==> src/rtl/muldiv_seq_pkg.sv <==
// rtl/muldiv_seq_pkg.sv - RV32M funct3/opcode encodings and operand sign helpers
package muldiv_seq_pkg;

  // R-type arithmetic opcode; funct7=0000001 marks an M-extension op
  localparam logic [6:0] OPC_ARI_RTYPE = 7'b0110011;
  localparam logic [6:0] FNC7_MULDIV   = 7'b0000001;

  localparam logic [2:0] FNC_MUL    = 3'd0;
  localparam logic [2:0] FNC_MULH   = 3'd1;
  localparam logic [2:0] FNC_MULHSU = 3'd2;
  localparam logic [2:0] FNC_MULHU  = 3'd3;
  localparam logic [2:0] FNC_DIV    = 3'd4;
  localparam logic [2:0] FNC_DIVU   = 3'd5;
  localparam logic [2:0] FNC_REM    = 3'd6;
  localparam logic [2:0] FNC_REMU   = 3'd7;

  // rs1 is a signed operand for every op except the fully unsigned ones
  function automatic logic signed_a(input logic [2:0] funct);
    return (funct != FNC_MULHU) && (funct != FNC_DIVU) && (funct != FNC_REMU);
  endfunction

  // rs2 is signed only for MUL, MULH, DIV and REM
  function automatic logic signed_b(input logic [2:0] funct);
    return (funct == FNC_MUL) || (funct == FNC_MULH) ||
           (funct == FNC_DIV) || (funct == FNC_REM);
  endfunction

endpackage

==> src/rtl/muldiv_seq.sv <==
// rtl/muldiv_seq.sv - iterative RV32M shift-add multiply / restoring divide sequencer
module muldiv_seq
  import muldiv_seq_pkg::*;
#(
  parameter int XLEN  = 32,
  parameter int CNT_W = 5
) (
  input  logic            clk,
  input  logic            rst_n,
  input  logic            req_valid,
  output logic            req_ready,
  input  logic [2:0]      req_funct,
  input  logic [XLEN-1:0] req_a,
  input  logic [XLEN-1:0] req_b,
  input  logic            kill,
  output logic            busy,
  output logic            resp_valid,
  input  logic            resp_ready,
  output logic [XLEN-1:0] resp_result
);

  localparam logic [2:0] S_IDLE = 3'd0;
  localparam logic [2:0] S_PREP = 3'd1;
  localparam logic [2:0] S_CALC = 3'd2;
  localparam logic [2:0] S_FIX  = 3'd3;
  localparam logic [2:0] S_DONE = 3'd4;

  localparam logic [CNT_W-1:0] LAST_ITER = CNT_W'(XLEN - 1);
  localparam logic [XLEN-1:0]  MIN_NEG   = {1'b1, {(XLEN-1){1'b0}}};

  logic [2:0]        state;
  logic [2:0]        funct;
  logic [XLEN-1:0]   mag_a;
  logic [XLEN-1:0]   mag_b;
  logic              sign_a;
  logic              sign_b;
  logic [2*XLEN-1:0] acc;
  logic [CNT_W-1:0]  cnt;

  logic              is_div;
  logic              in_sign_a, in_sign_b;
  logic [XLEN-1:0]   in_mag_a, in_mag_b;
  logic [XLEN:0]     mul_sum;
  logic [2*XLEN:0]   div_shift;
  logic [XLEN:0]     div_diff;
  logic [2*XLEN-1:0] calc_next;
  logic [2*XLEN-1:0] prod_fix;
  logic [XLEN-1:0]   quo_fix, rem_fix;
  logic [XLEN-1:0]   fix_result;
  logic              div_zero, div_ovf;
  logic [XLEN-1:0]   a_orig;
  logic [XLEN-1:0]   special_result;

  assign is_div     = funct[2];
  assign req_ready  = (state == S_IDLE);
  assign busy       = (state != S_IDLE);
  assign resp_valid = (state == S_DONE);

  // Operand magnitudes and signs captured at accept
  always_comb begin
    in_sign_a = signed_a(req_funct) & req_a[XLEN-1];
    in_sign_b = signed_b(req_funct) & req_b[XLEN-1];
    in_mag_a  = in_sign_a ? -req_a : req_a;
    in_mag_b  = in_sign_b ? -req_b : req_b;
  end

  // One CALC iteration: multiply adds into the upper half then shifts right,
  // divide shifts {rem,quo} left and commits the trial subtraction if it fits
  always_comb begin
    mul_sum   = {1'b0, acc[2*XLEN-1:XLEN]} + (acc[0] ? {1'b0, mag_b} : {(XLEN+1){1'b0}});
    div_shift = {acc, 1'b0};
    div_diff  = div_shift[2*XLEN:XLEN] - {1'b0, mag_b};
    if (is_div) begin
      if (div_diff[XLEN]) calc_next = div_shift[2*XLEN-1:0];
      else                calc_next = {div_diff[XLEN-1:0], div_shift[XLEN-1:1], 1'b1};
    end else begin
      calc_next = {mul_sum, acc[XLEN-1:1]};
    end
  end

  // Sign correction and result selection for the FIX cycle
  always_comb begin
    prod_fix = (sign_a ^ sign_b) ? -acc : acc;
    quo_fix  = (sign_a ^ sign_b) ? -acc[XLEN-1:0] : acc[XLEN-1:0];
    rem_fix  = sign_a ? -acc[2*XLEN-1:XLEN] : acc[2*XLEN-1:XLEN];
    if (!is_div) fix_result = (funct[1:0] == 2'd0) ? prod_fix[XLEN-1:0] : prod_fix[2*XLEN-1:XLEN];
    else         fix_result = funct[1] ? rem_fix : quo_fix;
  end

  // Divide-by-zero and signed-overflow short cuts resolved in PREP
  always_comb begin
    div_zero = is_div && (mag_b == '0);
    div_ovf  = is_div && !funct[0] && sign_a && sign_b &&
               (mag_a == MIN_NEG) && (mag_b == XLEN'(1));
    a_orig   = sign_a ? -mag_a : mag_a;
    if (div_zero) special_result = funct[1] ? a_orig : {XLEN{1'b1}};
    else          special_result = funct[1] ? {XLEN{1'b0}} : MIN_NEG;
  end

  // Control FSM and shared accumulator datapath; kill aborts any busy state
  always_ff @(posedge clk or negedge rst_n) begin
    if (!rst_n) begin
      state       <= S_IDLE;
      funct       <= '0;
      mag_a       <= '0;
      mag_b       <= '0;
      sign_a      <= 1'b0;
      sign_b      <= 1'b0;
      acc         <= '0;
      cnt         <= '0;
      resp_result <= '0;
    end else if (kill && (state != S_IDLE)) begin
      state <= S_IDLE;
    end else begin
      case (state)
        S_IDLE: begin
          if (req_valid && !kill) begin
            funct  <= req_funct;
            mag_a  <= in_mag_a;
            mag_b  <= in_mag_b;
            sign_a <= in_sign_a;
            sign_b <= in_sign_b;
            state  <= S_PREP;
          end
        end
        S_PREP: begin
          if (div_zero || div_ovf) begin
            resp_result <= special_result;
            state       <= S_DONE;
          end else begin
            acc   <= {{XLEN{1'b0}}, mag_a};
            cnt   <= '0;
            state <= S_CALC;
          end
        end
        S_CALC: begin
          acc <= calc_next;
          cnt <= cnt + 1'b1;
          if (cnt == LAST_ITER) state <= S_FIX;
        end
        S_FIX: begin
          resp_result <= fix_result;
          state       <= S_DONE;
        end
        S_DONE: begin
          if (resp_ready) state <= S_IDLE;
        end
        default: state <= S_IDLE;
      endcase
    end
  end

endmodule

==> config.mk <==
export PLATFORM = sky130hd
export DESIGN_NAME = muldiv_seq
export DESIGN_NICKNAME = d
export VERILOG_FILES = /design/src/rtl/muldiv_seq_pkg.sv /design/src/rtl/muldiv_seq.sv
export SDC_FILE = /design/constraint.sdc
export NUM_CORES = 1
export LEC_CHECK = 0
export BUFFER_PORTS_ARGS = -buffer_cell sky130_fd_sc_hd__buf_4
export CORE_UTILIZATION = 35
export DETAILED_ROUTE_END_ITERATION = 12
export REMOVE_ABC_BUFFERS = 1
export SLEW_MARGIN = 20
export SYNTH_ARGS = -nofsm -noshare
export SYNTH_HDL_FRONTEND = slang
export SYNTH_SLANG_ARGS = --single-unit
==> constraint.sdc <==
create_clock -name clk -period 3.2 [get_ports clk]
set_input_delay 0.64 -clock clk [delete_from_list [all_inputs] [get_ports clk]]
set_output_delay 0.64 -clock clk [all_outputs]
set_load 0.05 [all_outputs]
Yosys cells after proc, flatten, opt, wreduce, memory -nomap -nowiden
Index checks and enable logic that the tools add are counted. Widths: inputs -> output; s select.

Add/sub/neg operators: 9. Equality and inequality tests: 18. Muxes and demuxes: 27. Bitwise logic cells: 4. Reductions and logical operators: 27.

Operator list (count): $mux 32 (13); $mux 64 (4); $neg 32->32 (5); $pmux 64 s2 (1); $neg 64->64 (1); $pmux 32 s2 (1); $add 32x32->33 (1); $sub 33x32->33 (1); $eq 32x1->1 const B (1); $eq 32x32->1 const B (1); $logic_not 32->1 (1); $mux 3 (5); $pmux 3 s5 (1); $reduce_and 3->1 (4); $logic_and 1x1->1 (10); $pmux 5 s2 (1); $eq 3x3->1 const B (3); $ne 3x3->1 const B (3); $eq 3x1->1 const B (2); $eq 3x2->1 const B (2); $logic_not 3->1 (2); $ne 3x1->1 const B (2); $add 5x1->5 const B (1); $eq 5x5->1 const B (1); other kinds (11) (18).

Flip-flop bits (word level): 173. Input bits: 72. Output and inout port bits: 35. Logic and storage cells: 94.

Logic depth before layout (Yosys ltp)
Gate-level depths: netlist of run 1.

Depth in word-level cells: 10. Mapped depth: 14. Mapped depth without buffers: 13.

Worst setup path after synthesis of run 1
No wires, ideal clock.

Path kind: register to register. From: register acc[0]. To: register acc[63]. Data arrival time: 2.982 ns. Data required time: 3.067 ns. Path slack: 0.085 ns. Stages on the path, launching flop included: 14. Buffers on the path: 1. Period minus slack after synthesis: 3.115 ns. Cells stage by stage: dfrtp_1 > inv_1 > clkbuf_1 > nor2_1 > ha_1 > a21oi_1 > o22ai_1 > or3_1 > o21ai_0 > a21oi_1 > a31o_2 > a221o_1 > a211oi_1 > o31ai_1.

Cells in the longest elaborated chain, start to end: 4.

Ends and longest elaborated chain: start: declaration (line muldiv_seq.sv:37) `logic [2*XLEN-1:0] acc;`; start signal: assignment (line muldiv_seq.sv:131) `acc <= {{XLEN{1'b0}}, mag_a};`; start signal: assignment (line muldiv_seq.sv:137) `acc <= calc_next;`; $mux 32 (line muldiv_seq.sv:70) `mul_sum = {1'b0, acc[2*XLEN-1:XLEN]} + (acc[0] ? {1'b0, mag_b} : {(XLEN+1){1'b0}});`; $add 32x32->33 (line muldiv_seq.sv:70); $mux 64 (line muldiv_seq.sv:73) `if (is_div) begin`; $pmux 64 s2 (line muldiv_seq.sv:115) `case (state)`.

No other way between the ends. A chain may end at the register's enable or synchronous reset.

Worst setup path after layout of run 1
From: register acc[41]. To: register resp_result[27].

Cells in the longest elaborated chain, start to end: 5. Elaborated cells on any way between the ends: 8. Classes of those cells: add/sub (2); mux (6).

Ends and longest elaborated chain: $neg 64->64 / $neg 32->32 (equally long branches) (line muldiv_seq.sv:83, muldiv_seq.sv:85); $mux 64 / $mux 32 (equally long branches) (line muldiv_seq.sv:83, muldiv_seq.sv:85); $mux 32 (on tied branches) (line muldiv_seq.sv:86, muldiv_seq.sv:87); $mux 32 (*) (line muldiv_seq.sv:86) `if (!is_div) fix_result = (funct[1:0] == 2'd0) ? prod_fix[XLEN-1:0] : prod_fix[2*XLEN-1:XLEN];`; $pmux 32 s2 (*) (line muldiv_seq.sv:115); end signal: assignment (line muldiv_seq.sv:128) `resp_result <= special_result;`; end signal: assignment (line muldiv_seq.sv:142) `resp_result <= fix_result;`; end: declaration (line muldiv_seq.sv:19) `output logic [XLEN-1:0] resp_result`.

Every way passes the cells marked *; elsewhere a longest branch is shown, timed or not.

==> results of run 1 <==
-- worst max-delay path, stage by stage, from the launching register on --
cell,delay (ns)
dfrtp_2,0.46
buf_4,0.19
or4_4,0.43
or4b_4,0.56
or3_4,0.37
nor3_4,0.19
nor2_1,0.11
a22o_1,0.26
a221oi_2,0.36
nor2_1,0.10
o21ai_1,0.12
-- flip-flops by register name (all words and copies together), names as in the netlist --
name and flops:
sign_b 1, state 3, cnt 5, sign_a 1, mag_a 32, funct 3, mag_b 32, resp_result 32
acc 64
-- placed cells by master, fill, tap and decap left out, types with 14 or more instances in the layout --
cell,netlist,routed
a211oi_1,36,32
a21o_1,25,25
a21oi_1,135,129
a22oi_1,42,42
and3_1,15,14
buf_4,0,388
clkbuf_16,0,18
dfrtp_1,173,169
ha_1,71,64
inv_1,67,63
mux2i_1,39,39
nand2_1,251,251
nand2b_1,26,25
nand3_1,22,21
nand4_1,22,22
nor2_1,162,160
nor3_1,41,37
nor4_1,36,29
o211ai_1,14,14
o21ai_0,259,240
o21ai_1,4,16
o31ai_1,39,37
o41ai_1,22,21
or3_1,22,22
or4_1,18,14
xnor2_1,81,80
xor2_1,145,143
-- per-stage QoR --
step	cells	cell area (um^2)	setup TNS [ns]	hold WS, ns	setup WS (ns)
floorplan	1953	15600	-236.43	0.344	-1.89
detailed placement	2943	19400	-8.48	0.476	-0.315
CTS	2989	20300	0	0.180	0.000314
global placement	2943	19400	-3.99	0.469	-0.297
global route	2997	20800	-0.887	0.204	-0.0855
finish	2997	20800	-0.0166	0.161	-0.0166
-- per-layer routing --
layer  part of all wire [%]  wire length, um
met1                     46            27900
met2                     45            27200
met3                    5.6             3350
met4                    3.1             1880
met5                      0                0
-- layout make-up --
class / instances / area, um^2 / area share (%)
Multi-Input combinational cell: 1714 / 11500 / 55.5
Sequential cell: 173 / 4330 / 20.9
Timing Repair Buffer: 411 / 3330 / 16.0
Tap cell: 600 / 751 / 3.62
Clock buffer: 19 / 443 / 2.13
Inverter: 67 / 251 / 1.21
Clock inverter: 13 / 131 / 0.633
-- report_power, final --
group          total (mW)  internal, mW  switching (mW)
Sequential           3.73          2.86           0.870
Clock                2.14          1.11            1.03
Combinational        14.9          6.47            8.47
-- cell usage after synthesis (39+ instances only) --
cell and n:
xnor2_1 81, o21ai_0 259, ha_1 71, a21oi_1 135, a22oi_1 42, o31ai_1 39, inv_1 67, nor2_1 162
clkbuf_1 125, nand2_1 251, dfrtp_1 173, nor3_1 41, mux2i_1 39, xor2_1 145
-- cells by family after synthesis --
| logic type | count (synthesis) | synth area share (%) |
|---|---|---|
| AOI/OAI and AO/OA | 700 | 27.3 |
| xor gates and xnor gates | 226 | 12.3 |
| adders and majority gates | 73 | 5.76 |
| buffers and inverters | 214 | 5.14 |
| DFF | 173 | 26.8 |
| muxes | 46 | 2.91 |
| and+or+nand+nor | 668 | 19.8 |
-- path summary, 6_finish.rpt --
check,endpoint,slack (ns),depth (start not counted),startpoint
max,resp_result[27],-0.02,10,acc[41]
min,mag_a[2],0.16,1,rst_n
max reg2reg,resp_result[27],-0.02,10,acc[41]
min reg2reg,resp_result[21],0.49,2,resp_result[21]
max in group asynchronous,acc[41],2.24,2,rst_n
min in group clk,state[0],0.38,2,kill
-- what timing repair did --
action                                  4_1_cts  5_1_grt
endpoints found under the setup margin       92       68
hold buffers                                  0        0
gates cloned                                  2        1
resized for setup                            32       89
setup buffers                                12        7
pin swaps                                    15       39
==> flow_summary.yaml, run 1 <==
run_status:
  status: "finished with violations"
  violations: "negative setup slack"
finish:
  finalCoreUtilization_pct: 45.8
  flow.area_growth_from_synthesis_pct: 28.7
  layout.nets: 2529
  num_antenna_cells: 0
  fillCellCount: 4504
  drive_above_1_share_pct: 23.3
power_and_ir_drop:
  leakage_nw: 9.31
  peakVddDrop_mv: 0.605
  power_density_nw_per_um2: 1000
  power_mw: 20.8
logic_synthesis:
  ys.warnings.count: 0
  synth_edf_count: 0
  avgSynthCellArea_um2: 7.68
  netlist.area_leader.share_pct: 26.8
  ys_top_cells_by_area: "dfrtp_1 (27%), o21ai_0 (8.0%), xor2_1 (7.9%)"
  yosysTopAreaCell: "dfrtp_1"
  ys_async_sr_fraction_pct: 100
  synth.distinct_cells: 79
  synth_ff_type: "dfrtp_1"
  syn_area_um2: 16100
  ys_seq_area_share_pct: 26.8
  synthCells: 2100
  ys_seq_elements: 173
drt:
  via_per_inst: 5.71
  via_count: 17100
  totalWireLength_mm: 60.3
  drt_iter0_drc: 1435
  ant_nets: 0
  drc: 0
  routedWlPerCell_um: 20.1
  dr.pass1.iters: 5
timing:
  worst_slack_ns: -0.0166
  maxSlewViolCount: 0
  fin_crit_sh_pct: 101
  fin_skew_ns: 0.0229
  slew_headroom_pct: 24.7
  grt_setup_unrepaired: "true"
  fmax_ghz: 0.311
  setup_viol: 1
  post-route-min-period_ns: 3.22
  worst_pin_slew_ns: 1.13
  hold_viol: 0
worst_setup_path:
  cp_max_fo: 7
  critPathKind: "reg -> reg"
  critical_path_arrival_ns: 3.63
  cp-end-kind: "flip-flop"
  cp-start-kind: "flip-flop"
  crit_required_ns: 3.61
floorplan:
  coreArea_um2: 45400
  die_h_um: 217
  die_w_um: 217
  ioPinCount: 107
  rows: 78
  start_util_pct: 35.5
  die_area_um2: 46900
clock_network:
  cts_tree: "done"
  cts_buffers: 17
  clk_pin_slew_ns: 0.08
  insertion_delay_ns: 0.49
  cts_sinks: 173
  root_buffer: "clkbuf_16"
  cts.path.max_buffers: 2
  cts.htree.levels: 4
global_route:
  track_usage_pct: 25.5
  antenna_found_initial: 1
  top_usage_layer: "met2"
  grt-ovfl-total: 0
  grt_use_met2_pct: 39.8
  gr-usage-met1_pct: 35.4
  grt_pass1_vias: 16400
  grt_max_degree: 68
  met3_usage_pct: 3.66
  grt_first_pass_wirelength_mm: 93.4
placed_design:
  hpwl_mm: 45.9
  gp_congestion: 0.946
  io_buffers: 106
min_path:
  holdCritPathClass: "in -> async"
job:
  cap_viol_max_count: 0
Power figures use the tool's default switching activity.
==> run 2: changes to the inputs <==
Settings changed: GPL_TIMING_DRIVEN set to 1, RECOVER_POWER set to 50.
Clock period 3.2 ns to 3.5 ns, I/O delays scaled along.
==> flow_summary.yaml, run 2 (synthesis gave the netlist of run 1 again) <==
clock_network:
  clk_pin_slew_ns: 0.07
  cts_sinks: 173
  cts.path.max_buffers: 2
  hold_buffers: 0
  cts_buffers: 17
  cts_tree: "done"
  root_buffer: "clkbuf_16"
  cts.htree.levels: 4
  insertion_delay_ns: 0.48
global_route:
  gr-usage-met1_pct: 33.8
  grt_first_pass_wirelength_mm: 90.7
  grt_use_met2_pct: 38.7
  grt_max_degree: 70
  met3_usage_pct: 3.87
  track_usage_pct: 24.7
  grt-ovfl-total: 0
  antenna_found_initial: 1
  grt_pass1_vias: 15900
  top_usage_layer: "met2"
floorplan:
  coreArea_um2: 45400
  die_area_um2: 46900
  start_util_pct: 35.5
  rows: 78
  die_w_um: 217
  die_h_um: 217
  ioPinCount: 107
run_status:
  violations: "max-capacitance violations, max-slew violations"
  status: "finished with violations"
worst_setup_path:
  cp_max_fo: 16
  critPathMostFrequentCell: "buf_4"
  crit_required_ns: 3.86
  critical_path_arrival_ns: 3.79
  critPathKind: "reg -> reg"
  cp-end-kind: "flip-flop"
  crit_path_top_delay_cell: "or4b_4"
  crit_path_cell_trace: "inv_1, ha_2, or4b_4, nor4_4, buf_4, nand4_1, a211oi_2, buf_4, nor3_2, nor2_4, buf_12, clkbuf_16, nand2_1, o221ai_1"
  max_stage_delay_ns: 0.51
  cp-start-kind: "flip-flop"
  critPathTopFamily: "simple AND/OR/NAND/NOR gates"
  path_buf_inv: 5
timing:
  fin_skew_ns: 0.0239
  fmax_ghz: 0.292
  maxSlewViolCount: 54
  post-route-min-period_ns: 3.42
  hold_viol: 0
  fin_tns_setup_ns: 0
  worst_slack_ns: 0.0779
  fin_crit_sh_pct: 97.8
  slew_headroom_pct: -69.8
  worst_pin_slew_ns: 2.55
  setup_viol: 0
finish:
  final_area_um2: 19300
  fillCellCount: 4590
  final_cell_mix: "o21ai_0 (255), nand2_1 (250), buf_4 (249)"
  top_register: "acc"
  largest_reg_flops: 64
  layout_commonest_cell: "o21ai_0"
  flow.area_growth_from_synthesis_pct: 19.9
  drive_above_1_share_pct: 16.1
  num_antenna_cells: 0
  layout.nets: 2398
placed_design:
  placed_area_um2: 18600
  pre_cts_slack_ns: -0.0569
  io_buffers: 106
  hpwl_mm: 45.1
  gp_congestion: 0.964
min_path:
  holdCritPathClass: "in -> reg"
drt:
  routedWlPerCell_um: 20.5
  totalWireLength_mm: 58.7
  drc: 0
  drt_iter0_drc: 1745
  via_count: 16800
  dr.pass1.iters: 8
  via_per_inst: 5.86
  ant_nets: 0
job:
  cap_viol_max_count: 1
power_and_ir_drop:
  power_mw: 17.4
  power_density_nw_per_um2: 901
  leakage_nw: 8.56
  peakVddDrop_mv: 0.508
-- run 2: cell count changes in the layout (fill, tap and decap cells not counted), moves of 5 or more --
cell      previous run  this run
o21ai_2              7         1
buf_4              388       249
clkbuf_1             1        15
o21ai_0            240       255
nor4_1              29        34
buf_6                7         0
o21ai_1             16         7
ha_4                 6         0
-- run 2: through the flow --
stage	hold slack, ns	util (%)	cells
after floorplan	0.404	-	1953
after global placement	0.471	40.9	2828
after detailed placement	0.477	40.9	2828
after CTS	0.189	42.3	2860
after global routing	0.452	42.6	2866
final	0.446	42.6	2866
-- run 2: per-layer routing --
| metal | share of wire, % | routed length, um |
|---|---|---|
| met4 | 3.9 | 2280 |
| met5 | 0 | 0 |
| met2 | 45 | 26500 |
| met3 | 6.4 | 3790 |
| met1 | 45 | 26200 |
-- run 2: repair_timing --
action,4_1_cts,5_1_grt
endpoints found under the setup margin,18,87
pin swaps,1,5
setup buffers,0,4
hold endpoints to repair,0,0
cloned,0,2
resized for setup,2,29
-- run 2: worst paths after layout --
path,depth (start not counted),endpoint,slack (ns),startpoint
min in group asynchronous,1,mag_a[5],1.15,rst_n
min reg2reg,2,resp_result[23],0.49,resp_result[23]
min,2,state[0],0.45,kill
max reg2reg,14,acc[43],0.08,mag_a[1]
max in group asynchronous,2,acc[33],0.60,rst_n
max,14,acc[43],0.08,mag_a[1]
-- run 2: cell type report --
cell class	count	area, um^2	share of cell area (%)
Timing Repair Buffer	281	2230	11.6
Clock buffer	20	467	2.41
Tap cell	600	751	3.88
Sequential cell	173	4330	22.4
Multi-Input combinational cell	1713	11200	57.7
Clock inverter	12	150	0.776
Inverter	67	251	1.30
-- run 2: where the power goes --
part           total [mW]  switching (mW)  leakage [nW]  internal, mW
combinational        11.8            7.13          6.02          4.72
clock                2.04           0.917         0.298          1.13
sequential           3.53           0.910          2.24          2.62
total                17.4            8.96          8.56          8.46
-- run 2: worst register-to-register path: stages, from the launching register on --
cell and delay [ns]:
dfrtp_1 0.44, inv_1 0.14, ha_2 0.23, or4b_4 0.51, nor4_4 0.29, buf_4 0.18, nand4_1 0.20, a211oi_2 0.28
buf_4 0.18, nor3_2 0.07, nor2_4 0.28, buf_12 0.16, clkbuf_16 0.19, nand2_1 0.07, o221ai_1 0.08
==> run 3: changes to the inputs <==
Settings changed: ABC_CLOCK_PERIOD_IN_PS set to 3900, GPL_TIMING_DRIVEN 1 to unset.
Clock period 3.5 ns to 3.9 ns, I/O delays scaled along.
==> flow_summary.yaml, run 3 (synthesis gave the netlist of run 1 again) <==
run_status:
  status: "finished with violations"
  violations: "max-capacitance violations, max-slew violations"
global_route:
  grt_first_pass_wirelength_mm: 89.9
  grt_pass1_vias: 15700
  grt-ovfl-total: 0
  track_usage_pct: 24.4
  antenna_found_initial: 1
  grt_max_degree: 136
timing:
  fin_crit_sh_pct: 94.3
  slew_headroom_pct: -101
  fmax_ghz: 0.272
  grt_setup_unrepaired: "false"
  fin_skew_ns: 0.0150
  worst_slack_ns: 0.222
  setup_viol: 0
  worst_pin_slew_ns: 3.01
  maxSlewViolCount: 186
  post-route-min-period_ns: 3.68
  hold_slack_ns: 0.487
  hold_viol: 0
floorplan:
  start_util_pct: 35.5
  rows: 78
  coreArea_um2: 45400
  die_area_um2: 46900
  ioPinCount: 107
  die_h_um: 217
  die_w_um: 217
finish:
  flow.area_growth_from_synthesis_pct: 14.4
  layout.nets: 2314
  largest_reg_flops: 64
  top_register: "acc"
  drive_above_1_share_pct: 11.7
  seq_area_um2: 4330
  num_antenna_cells: 0
  final_cell_mix: "o21ai_0 (259), nand2_1 (251), buf_4 (175)"
  finalCoreUtilization_pct: 40.6
  final_cells: 2781
  multi_input_area_um2: 11000
  layout_commonest_cell: "o21ai_0"
  fillCellCount: 4640
placed_design:
  pre_cts_slack_ns: 0.312
  placedCellCount: 2750
  hpwl_mm: 43.0
  io_buffers: 106
  gp_congestion: 0.953
drt:
  drc: 0
  ant_nets: 0
  routedWlPerCell_um: 20.4
  via_per_inst: 5.89
  via_count: 16400
  totalWireLength_mm: 56.7
  dr.pass1.iters: 6
  drt_iter0_drc: 1466
worst_setup_path:
  r2r-end: "acc[60]"
  cp-start-kind: "flip-flop"
  r2r_start: "mag_a[0]"
  crit_required_ns: 4.31
  critPathKind: "reg -> reg"
  ff2ff_setup_slack_ns: 0.22
  cp-end-kind: "flip-flop"
  cp_max_fo: 31
  reg2reg_depth: 14
  critical_path_arrival_ns: 4.09
clock_network:
  root_buffer: "clkbuf_16"
  cts_tree: "done"
  clk_pin_slew_ns: 0.07
  cts.htree.levels: 4
  hold_buffers: 0
  ctsResizeCount: 0
  cts_setup_buffers: 0
  cts_sinks: 173
  insertion_delay_ns: 0.48
  cts_buffers: 17
  cts.path.max_buffers: 2
min_path:
  holdPathEnd: "resp_result[1]"
  holdCritPathClass: "reg -> reg"
  hp-start: "resp_result[1]"
  hold_path_depth: 2
power_and_ir_drop:
  power_density_nw_per_um2: 803
  leakage_nw: 8.06
  peakVddDrop_mv: 0.408
job:
  cap_viol_max_count: 2
run 3: changes by cell type in the layout (fill, tap and decap cells not counted), sizes merged:
cell         previous run  this run
buf                   262       181
clkbuf                 38        35
inv                    73        70
clkinvlp                2         4
clkinv                  2         3
dlygate4sd2             1         0
run 3: where the power goes:
group          internal (mW)  switching [mW]
Sequential              2.35           0.887
Combinational           3.76            6.05
Clock                  0.962           0.810
Total                   7.07            7.75
run 3: worst max path at each step:
stage                   from      end  cells after the start
finish              mag_a[0]  acc[60]                     14
global route          acc[0]  acc[63]                     12
CTS                 mag_a[0]  acc[60]                     14
detailed placement  mag_a[0]  acc[60]                     14
global placement    mag_a[0]  acc[60]                     14
floorplan           funct[2]  acc[60]                      9
run 3: layer usage:
layer	GRT usage, %	share of wire [%]	routed length (um)	vias to the layer above
met5	0	0	0	-
met4	10.4	3.7	2100	0
met3	3.55	6.2	3540	111
met2	38.1	45	25500	611
met1	33.3	45	25500	7887
li1	-	-	-	7774
run 3: critical path, cell delays in order, from the launching register on:
cell       delay (ns)
dfrtp_1          0.51
inv_1            0.14
ha_1             0.23
or4b_1           0.53
nor4_1           0.34
buf_4            0.20
nand4_1          0.18
a211oi_1         0.44
buf_4            0.21
nor3_2           0.10
nor2_4           0.17
buf_12           0.21
nand2_1          0.08
o2111ai_1        0.09
o211a_1          0.17
run 3: area by class of cell:
cell class | count | share of cell area [%]
Multi-Input combinational cell | 1713 | 59.8
Sequential cell | 173 | 23.5
Timing Repair Buffer | 197 | 8.11
Tap cell | 600 | 4.07
Clock buffer | 19 | 2.40
Inverter | 67 | 1.38
Clock inverter | 12 | 0.739
run 3: per-stage QoR:
step	area, um^2	TNS (ns)	total power, mW
final	18400	0	14.8
after global routing	18400	0	15.9
after CTS	18500	0	14.7
after detailed placement	17900	0	12.9
after global placement	17900	0	12.8
after floorplan	15600	-116.28	9.62
